File: config.mk
export PLATFORM = sky130hd
export DESIGN_NAME = camera_capture
export DESIGN_NICKNAME = d
export VERILOG_FILES = /design/src/rtl/camera_capture_pkg.sv /design/src/rtl/camera_capture_pixel_pack.sv /design/src/rtl/camera_capture.sv
export SDC_FILE = /design/constraint.sdc
export NUM_CORES = 1
export LEC_CHECK = 0
export ABC_AREA = 1
export ABC_CLOCK_PERIOD_IN_PS = 3000
export CAP_MARGIN = 15
export CORE_UTILIZATION = 45
export CTS_CLUSTER_DIAMETER = 40
export CTS_CLUSTER_SIZE = 20
export DETAILED_ROUTE_END_ITERATION = 8
export DONT_BUFFER_PORTS = 1
export GPL_ROUTABILITY_DRIVEN = 1
export SLEW_MARGIN = 0
export SYNTH_ARGS = -nofsm -noshare
export SYNTH_HDL_FRONTEND = slang
export SYNTH_SLANG_ARGS = --single-unit
File: constraint.sdc
create_clock -name CLK -period 3 [get_ports CLK]
set_clock_uncertainty 0.15 [all_clocks]
set_input_delay 0.3 -clock CLK [delete_from_list [all_inputs] [get_ports CLK]]
set_output_delay 0.3 -clock CLK [all_outputs]
set_load 0.005 [all_outputs]
File: src/rtl/camera_capture_pkg.sv
// Shared encodings for the camera capture block: pixel modes, FSM states, RGB332 field layout.
// Latency: n/a (types and constants only).
// Backpressure: n/a.
package camera_capture_pkg;

  // Camera pixel format selector; the reserved code falls back to RGB565.
  typedef enum logic [1:0] {
    MODE_RGB565   = 2'd0,
    MODE_RGB444   = 2'd1,
    MODE_YUV_GRAY = 2'd2,
    MODE_RSVD     = 2'd3
  } mode_e;

  // Capture FSM. BYTE0: first byte of a pixel is held. BYTE1: pixel pair just completed.
  typedef enum logic [1:0] {
    ST_IDLE      = 2'd0,
    ST_WAIT_LINE = 2'd1,
    ST_BYTE0     = 2'd2,
    ST_BYTE1     = 2'd3
  } state_e;

  // RGB332 output byte field positions.
  localparam int RGB_R_MSB = 7;
  localparam int RGB_R_LSB = 5;
  localparam int RGB_G_MSB = 4;
  localparam int RGB_G_LSB = 2;
  localparam int RGB_B_MSB = 1;
  localparam int RGB_B_LSB = 0;

endpackage

File: src/rtl/camera_capture_pixel_pack.sv
// Converts a camera byte pair into one RGB332 pixel according to the latched mode.
// Latency: combinational.
// Backpressure: none; pure function of its inputs.
module camera_pixel_pack
  import camera_capture_pkg::*;
(
  input  mode_e      mode,
  input  logic [7:0] b0,
  input  logic [7:0] b1,
  output logic [7:0] pix
);

  // Bits of the byte pair that no format ever uses.
  logic unused_bits;
  assign unused_bits = ^{b0[4], b1[1:0]};

  // Select the field slices per pixel format; reserved mode decodes as RGB565.
  always_comb begin
    pix = '0;
    case (mode)
      MODE_RGB444: begin
        pix[RGB_R_MSB:RGB_R_LSB] = b0[3:1];
        pix[RGB_G_MSB:RGB_G_LSB] = b1[7:5];
        pix[RGB_B_MSB:RGB_B_LSB] = b1[3:2];
      end
      MODE_YUV_GRAY: begin
        pix[RGB_R_MSB:RGB_R_LSB] = b0[7:5];
        pix[RGB_G_MSB:RGB_G_LSB] = b0[7:5];
        pix[RGB_B_MSB:RGB_B_LSB] = b0[7:6];
      end
      default: begin
        pix[RGB_R_MSB:RGB_R_LSB] = b0[7:5];
        pix[RGB_G_MSB:RGB_G_LSB] = b0[2:0];
        pix[RGB_B_MSB:RGB_B_LSB] = b1[4:3];
      end
    endcase
  end

endmodule

File: src/rtl/camera_capture.sv
// Captures a parallel camera frame, packs byte pairs to RGB332 and writes them to a frame buffer.
// Latency: one cycle from the second-byte sample to W_EN; one cycle from VSYNC sample to state change.
// Backpressure: none; the camera cannot be stalled, so every write strobe must be accepted.
module camera_capture
  import camera_capture_pkg::*;
#(
  parameter int FRAME_W = 176,
  parameter int FRAME_H = 144,
  parameter int ADDR_W  = 15
) (
  input  logic              CLK,
  input  logic              RESET,
  input  logic [7:0]        CAM_DATA,
  input  logic              CAM_HREF,
  input  logic              CAM_VSYNC,
  input  logic [1:0]        MODE,
  input  logic              CAPTURE_EN,
  output logic [ADDR_W-1:0] W_ADDR,
  output logic [7:0]        W_DATA,
  output logic              W_EN,
  output logic              FRAME_DONE,
  output logic              FRAME_ERR,
  output logic              BUSY
);

  localparam logic [ADDR_W-1:0] FW_A    = ADDR_W'(FRAME_W);
  localparam logic [ADDR_W-1:0] FH_A    = ADDR_W'(FRAME_H);
  localparam logic [ADDR_W-1:0] CNT_MAX = '1;

  state_e            state_q, state_d;
  mode_e             mode_q, mode_d;
  logic              vsync_q, vsync_d;
  logic [7:0]        b0_q, b0_d;
  logic [ADDR_W-1:0] x_q, x_d;
  logic [ADDR_W-1:0] y_q, y_d;
  logic [ADDR_W-1:0] base_q, base_d;
  logic              err_acc_q, err_acc_d;
  logic [ADDR_W-1:0] w_addr_q, w_addr_d;
  logic [7:0]        w_data_q, w_data_d;
  logic              w_en_q, w_en_d;
  logic              done_q, done_d;
  logic              ferr_q, ferr_d;
  logic              busy_q, busy_d;

  logic              vsync_rise;
  logic              line_end;
  logic [7:0]        pix;
  logic [ADDR_W:0]   base_sum;

  // Second byte comes straight from the pins so the pixel is ready on the sampling edge.
  camera_pixel_pack u_pack (
    .mode (mode_q),
    .b0   (b0_q),
    .b1   (CAM_DATA),
    .pix  (pix)
  );

  assign vsync_rise = CAM_VSYNC & ~vsync_q;
  // Line base grows by one line width, pinned at all-ones instead of wrapping.
  assign base_sum   = {1'b0, base_q} + {1'b0, FW_A};

  // Next-state logic: frame boundary has priority over line/byte handling.
  always_comb begin
    state_d   = state_q;
    mode_d    = mode_q;
    vsync_d   = CAM_VSYNC;
    b0_d      = b0_q;
    x_d       = x_q;
    y_d       = y_q;
    base_d    = base_q;
    err_acc_d = err_acc_q;
    w_addr_d  = w_addr_q;
    w_data_d  = w_data_q;
    w_en_d    = 1'b0;
    done_d    = 1'b0;
    ferr_d    = ferr_q;
    line_end  = 1'b0;

    if (vsync_rise && (state_q != ST_IDLE)) begin
      // Close the frame; a re-armed capture starts the next one on this same edge.
      done_d    = 1'b1;
      ferr_d    = err_acc_q | (y_q != FH_A);
      x_d       = '0;
      y_d       = '0;
      base_d    = '0;
      err_acc_d = 1'b0;
      w_addr_d  = '0;
      if (CAPTURE_EN) begin
        state_d = ST_WAIT_LINE;
        mode_d  = mode_e'(MODE);
      end else begin
        state_d = ST_IDLE;
      end
    end else begin
      case (state_q)
        ST_IDLE: begin
          if (vsync_rise && CAPTURE_EN) begin
            state_d = ST_WAIT_LINE;
            mode_d  = mode_e'(MODE);
          end
        end
        ST_WAIT_LINE: begin
          if (CAM_HREF) begin
            state_d = ST_BYTE0;
            b0_d    = CAM_DATA;
          end
        end
        ST_BYTE0: begin
          if (CAM_HREF) begin
            // Pixel complete: write only inside the frame window, but always count it.
            state_d = ST_BYTE1;
            if ((x_q < FW_A) && (y_q < FH_A)) begin
              w_en_d   = 1'b1;
              w_data_d = pix;
              w_addr_d = base_q + x_q;
            end
            x_d = (x_q == CNT_MAX) ? x_q : x_q + 1'b1;
          end else begin
            // Line ended with a lone first byte: drop it and mark the frame bad.
            err_acc_d = 1'b1;
            line_end  = 1'b1;
          end
        end
        ST_BYTE1: begin
          if (CAM_HREF) begin
            state_d = ST_BYTE0;
            b0_d    = CAM_DATA;
          end else begin
            line_end = 1'b1;
          end
        end
        default: state_d = ST_IDLE;
      endcase

      if (line_end) begin
        state_d = ST_WAIT_LINE;
        x_d     = '0;
        if (x_q != '0) begin
          if (x_q != FW_A) err_acc_d = 1'b1;
          y_d    = (y_q == CNT_MAX) ? y_q : y_q + 1'b1;
          base_d = base_sum[ADDR_W] ? CNT_MAX : base_sum[ADDR_W-1:0];
        end
      end
    end

    busy_d = (state_d != ST_IDLE);
  end

  // State, counters and registered outputs; reset clears everything immediately.
  always_ff @(posedge CLK or posedge RESET) begin
    if (RESET) begin
      state_q   <= ST_IDLE;
      mode_q    <= MODE_RGB565;
      vsync_q   <= 1'b0;
      b0_q      <= '0;
      x_q       <= '0;
      y_q       <= '0;
      base_q    <= '0;
      err_acc_q <= 1'b0;
      w_addr_q  <= '0;
      w_data_q  <= '0;
      w_en_q    <= 1'b0;
      done_q    <= 1'b0;
      ferr_q    <= 1'b0;
      busy_q    <= 1'b0;
    end else begin
      state_q   <= state_d;
      mode_q    <= mode_d;
      vsync_q   <= vsync_d;
      b0_q      <= b0_d;
      x_q       <= x_d;
      y_q       <= y_d;
      base_q    <= base_d;
      err_acc_q <= err_acc_d;
      w_addr_q  <= w_addr_d;
      w_data_q  <= w_data_d;
      w_en_q    <= w_en_d;
      done_q    <= done_d;
      ferr_q    <= ferr_d;
      busy_q    <= busy_d;
    end
  end

  assign W_ADDR     = w_addr_q;
  assign W_DATA     = w_data_q;
  assign W_EN       = w_en_q;
  assign FRAME_DONE = done_q;
  assign FRAME_ERR  = ferr_q;
  assign BUSY       = busy_q;

endmodule

# == After elaboration in Yosys (flattened, before gate mapping) ==
# Index checks and enable logic that the tools add are counted.
# word_totals
inputBits,15
word_cells,104
output_inout_bits,27
regBits,86
# classes
eq_ne,12
bitwise,4
n_lt_le_gt_ge,2
n_reduce_logical,25
muxes,43
addsub,4
# op_table
op,count
$mux W15,17
$add A15 B1 Y15 const B,2
$eq A15 B15 Y1 const B,2
$lt A15 B8 Y1 const B,2
$ne A15 B8 Y1 const B,2
$mux W2,9
$reduce_bool A2 Y1,9
$add A15 B8 Y16 const B,1
$pmux W8 S2,1
$add A15 B15 Y15,1
$mux W1,15
$reduce_and A3 Y1,5
$reduce_bool A15 Y1,1
$eq A2 B2 Y1 const B,3
$pmux W2 S3,1
$reduce_bool A3 Y1,2
$eq A2 B1 Y1 const B,2
$ne A2 B2 Y1 const B,2
$reduce_and A4 Y1,1
$reduce_or A2 Y1,2
$logic_and A1 B1 Y1,3
$ne A3 B2 Y1 const B,1
$logic_not A2 Y1,1
$not A1 Y1,2
3 further kinds,3

# == Depth between registers and ports, before layout ==
# depth
ltp_word,8
mapped_depth,11
mapped_depth_nobuf,11

# == Modules after synthesis ==
# A second synthesis with hierarchy kept.
# unflattened
cells_unflattened,772
area_unflattened_um2,5381.4
# modules_own_cells
mod,cells_per_inst,seq_area_each_um2,n_inst,area_each_um2
camera_capture,730,2077.0,1,5178.7
camera_pixel_pack,42,0.0,1,202.7

# == Worst setup path before layout ==
# No wires, ideal clock.
# synth_path
path_kind,reg-to-reg
startpoint,register base_q[2]
endpoint,"register w_addr_q[14], in the netlist W_ADDR[14]"
t_required_ns,2.733
slack_ns,1.136
setup_time_ns,0.117
n_path_buf,0
path_stages_with_launch,11
t_arrival_ns,1.597
path_cell_list,dfrtp_1 > ha_1 > fa_1 > nand2_1 > nand2_1 > nand3_1 > nand2_1 > nand2_1 > nand3_1 > nand3_1 > nand2_1
# synth_between
elab_chain_len,5
# synth_rtl
element,line_no,rtl
start: declaration,camera_capture.sv:36,"logic [ADDR_W-1:0] base_q, base_d;"
start signal: assignment,camera_capture.sv:173,base_q <= base_d;
$add A15 B15 Y15,camera_capture.sv:115,w_addr_d = base_q + x_q;
$mux W15,camera_capture.sv:112,if ((x_q < FW_A) && (y_q < FH_A)) begin
$mux W15,camera_capture.sv:109,if (CAM_HREF) begin
$mux W15,camera_capture.sv:95,case (state_q)
$mux W15,camera_capture.sv:79,if (vsync_rise && (state_q != ST_IDLE)) begin
end signal: assignment,camera_capture.sv:175,w_addr_q <= w_addr_d;
end: declaration,camera_capture.sv:38,"logic [ADDR_W-1:0] w_addr_q, w_addr_d;"
# Every way passes these cells. The select of a mux whose other input is x is not followed.
# A chain may end at the register's enable or synchronous reset.

# == Worst setup path in the final report ==
# layout_path
startpoint,register x_q[1]
endpoint,register x_q[1]
# layout_between
elab_chain_len,6
word_cells_on_any_way,9
classes_between,1 x add/sub; 2 x eq/ne; 5 x mux; 1 x reduce/logical
# layout_rtl
element,line_no,rtl
start: declaration,camera_capture.sv:34,"logic [ADDR_W-1:0] x_q, x_d;"
start signal: assignment,camera_capture.sv:156,x_q <= '0;
start signal: assignment,camera_capture.sv:171,x_q <= x_d;
$add A15 B1 Y15,camera_capture.sv:117,x_d = (x_q == CNT_MAX) ? x_q : x_q + 1'b1;
$mux W15,camera_capture.sv:117,
$mux W15,camera_capture.sv:109,
$mux W15,camera_capture.sv:95,
$mux W15,camera_capture.sv:135,if (line_end) begin
$mux W15,camera_capture.sv:79,
# Several ways; a longest one is shown, not always the timed one. The select of a mux whose other input is x is not followed.

==> impl_metrics.yaml <==
placement:
  globalplace.congestion: 0.926
  place_ws_ps: 744
  place_hpwl_um: 9570
  port-buffer-count: 0
  dpl-instance-area_um2: 5590
  dp.cells: 931
global_routing:
  met1_usage: 0.312
  busiest_layer: "met2"
  grt_max_degree: 44
  grt_pass1_wl_um: 23100
  overflow: 0
  antenna_found_initial: 0
  first_global_vias: 4870
  grtUsageMet2: 0.366
  track_usage: 0.229
  grt_util_met3: 0.0302
sta:
  fin_setup_tns_ps: 0
  hold_ws_ps: -0.494
  drv_slew: 0
  max_freq_mhz: 438
  timing.final.ws_setup_ps: 717
  tightestPinTransition_ps: 727
  rsz0062_at_grt: "false"
  fin_crit_sh: 0.761
  hold_viol_final: 1
  setup_violations: 0
  timing.slew.headroom: 0.515
  period_minus_slack_ps: 2280
route:
  avgRoutedWirePerCell_um: 13.7
  drcViolationCount: 1
  drtAntennaViolNets: 0
  wl_um: 13200
  vias: 4996
  first_pass_iters: 7
  drt_iter0_drc: 340
  avgViaCountPerCell: 5.22
synthesis:
  synth_top_area_frac: 0.375
  synth_seq_cells: 82
  synth_largest_area_cell: "dfrtp_1"
  ys_warn_count: 0
  synthArstFlopShare: 1.00
  synth_most_common_cell: "nand2_1"
  syn-cell-area_um2: 5470
  syn_area_per_cell_um2: 6.84
  synth_area_leaders: "dfrtp_1 (38%), nand2_1 (20%), inv_1 (6.2%)"
  synth_cell_types: 40
  syn-instance-count: 799
  synth-edff-count: 0
  synth_nets: 836
  yosysSeqAreaShare: 0.375
  synth-main-ff-cell: "dfrtp_1"
  synth_commonest_cells: "nand2_1 (285), inv_1 (90), nor2_1 (87)"
finish:
  ff_latch_area_um2: 2050
  nNetsFinal: 847
  drive_above_1_share: 0.0736
  fillers: 1167
  final_core_util: 0.520
  design_area_um2: 6040
  final_cells: 958
  diodes: 0
  area_growth_pct: 10.4
  multi_input_area_um2: 2940
critical_path:
  ff2ff_path_depth: 9
  crit_slowest_cell: "dfrtp_1"
  worstPathArrival_ps: 2370
  path_cells: "ha_1, nand3_2, nor2_2, nand3_1, o21ai_2, buf_4, nor2_1, nand2_1, nand2_1"
  cpPeakStageDelay_ps: 480
  critPathMaxFanout: 12
  worst_setup_path_end_kind: "flop"
  reg2reg_from: "x_q[1]"
  crit_top_cell: "nand2_1"
  cp.required_ps: 3080
  crit_start: "x_q[1]"
  critPathLaunchType: "flop"
  worstSetupPathType: "reg -> reg"
clocking:
  root_buffer: "clkbuf_16"
  clk_path_buf_depth: 2
  cts.clk_slew.worst_paths_ps: 60
  postCtsSetupRepairBufs: 0
  cts_sinks: 82
  numCtsBuffers: 9
  insertion_delay_ps: 340
  cts_tree: "done"
  h-tree-depth: 3
power:
  pwr_density_cell_nw_per_um2: 718
  p_total_mw: 4.34
  ir_drop_v: 0.000452
  leakage_nw: 3.14
floorplanning:
  pin_count: 42
  die_h_um: 112
  start_util: 0.471
  coreArea_um2: 11600
  die-area_um2: 12600
  row_count: 39
  die_w_um: 112
job:
  drv_cap: 0
status:
  violations: "DRC, hold timing"
  run_status: "finished with violations"
min_path:
  min_path_cells: 2
  min_path_type: "in -> reg"
  min-delay-start: "CAM_DATA[7]"
-- worst paths after layout --
path	slack, ps	endpoint
max	720	x_q[1]
min in group asynchronous	380	mode_q[0]
min	-0.5	b0_q[7]
min reg2reg	340	b0_q[0]
max in group asynchronous	1640	base_q[11]
max reg2reg	720	x_q[1]
-- critical path, delay by kind of cell, from the launching register on --
family | cells | cell delay, ps
AO/OA/AOI/OAI | 1 | 390
buffers and inverters | 1 | 260
flip-flops | 1 | 480
adder cells (fa/ha/maj) | 1 | 300
AND/OR/NAND/NOR | 6 | 600
-- flip-flops by register name (all words and copies together) (netlist names), 2 cells and up --
name / count
base_q: 12
b0_q: 7
x_q: 15
y_q: 15
mode_q: 2
W_ADDR: 15
state_q: 2
W_DATA: 8
-- final cells by class --
cell class | count | share of cell area
clock buffer | 11 | 0.0418
clock inverter | 5 | 0.0141
sequential | 82 | 0.340
timing repair buffer | 15 | 0.0253
tap | 143 | 0.0296
inverter | 101 | 0.0634
multi-input combinational | 601 | 0.486
-- kinds of logic after synthesis --
group / count (synthesis) / share of synthesized area
buffers and inverters: 116 / 0.0881
AO/OA/AOI/OAI: 65 / 0.0673
AND/OR/NAND/NOR: 498 / 0.392
XOR/XNOR: 16 / 0.0256
adder cells (fa/ha/maj): 22 / 0.0517
flip-flops: 82 / 0.375
-- power by group --
part / total, mW / internal [mW] / switching, mW
combinational: 1.37 / 0.497 / 0.873
sequential: 1.71 / 1.38 / 0.335
clock: 1.25 / 0.779 / 0.475
total: 4.34 / 2.66 / 1.68
-- timing repair --
item | 4_1_cts | 5_1_grt
gates resized for setup | 0 | 0
hold buffers | 11 | 0
hold endpoints to repair | 49 | 0
-- metal layers --
layer / up-vias / routed length (um)
li1: 2561 / -
met1: 2305 / 6390
met2: 108 / 5990
met3: 22 / 470
met4: 0 / 304
met5: - / 0
-- cell usage in the layout, fill, tap and decap left out, types with 3 or more instances in the layout --
cell           instances
a21oi_1               16
a22oi_1                3
buf_4                  3
clkbuf_16              9
dfrtp_1               82
dlygate4sd3_1         11
ha_1                  21
inv_1                 89
inv_2                  8
nand2_1              285
nand2_2                7
nand3_1               63
nand3_2                4
nand3b_1               3
nand4_1               18
nor2_1                87
nor2_2                 5
nor3_1                10
nor4_1                 3
o21ai_0               27
o21ai_1                7
o21ai_2                4
o21bai_1               3
or2_2                  4
xnor2_1                6
xor2_1                10
Power figures use the tool's default switching activity.
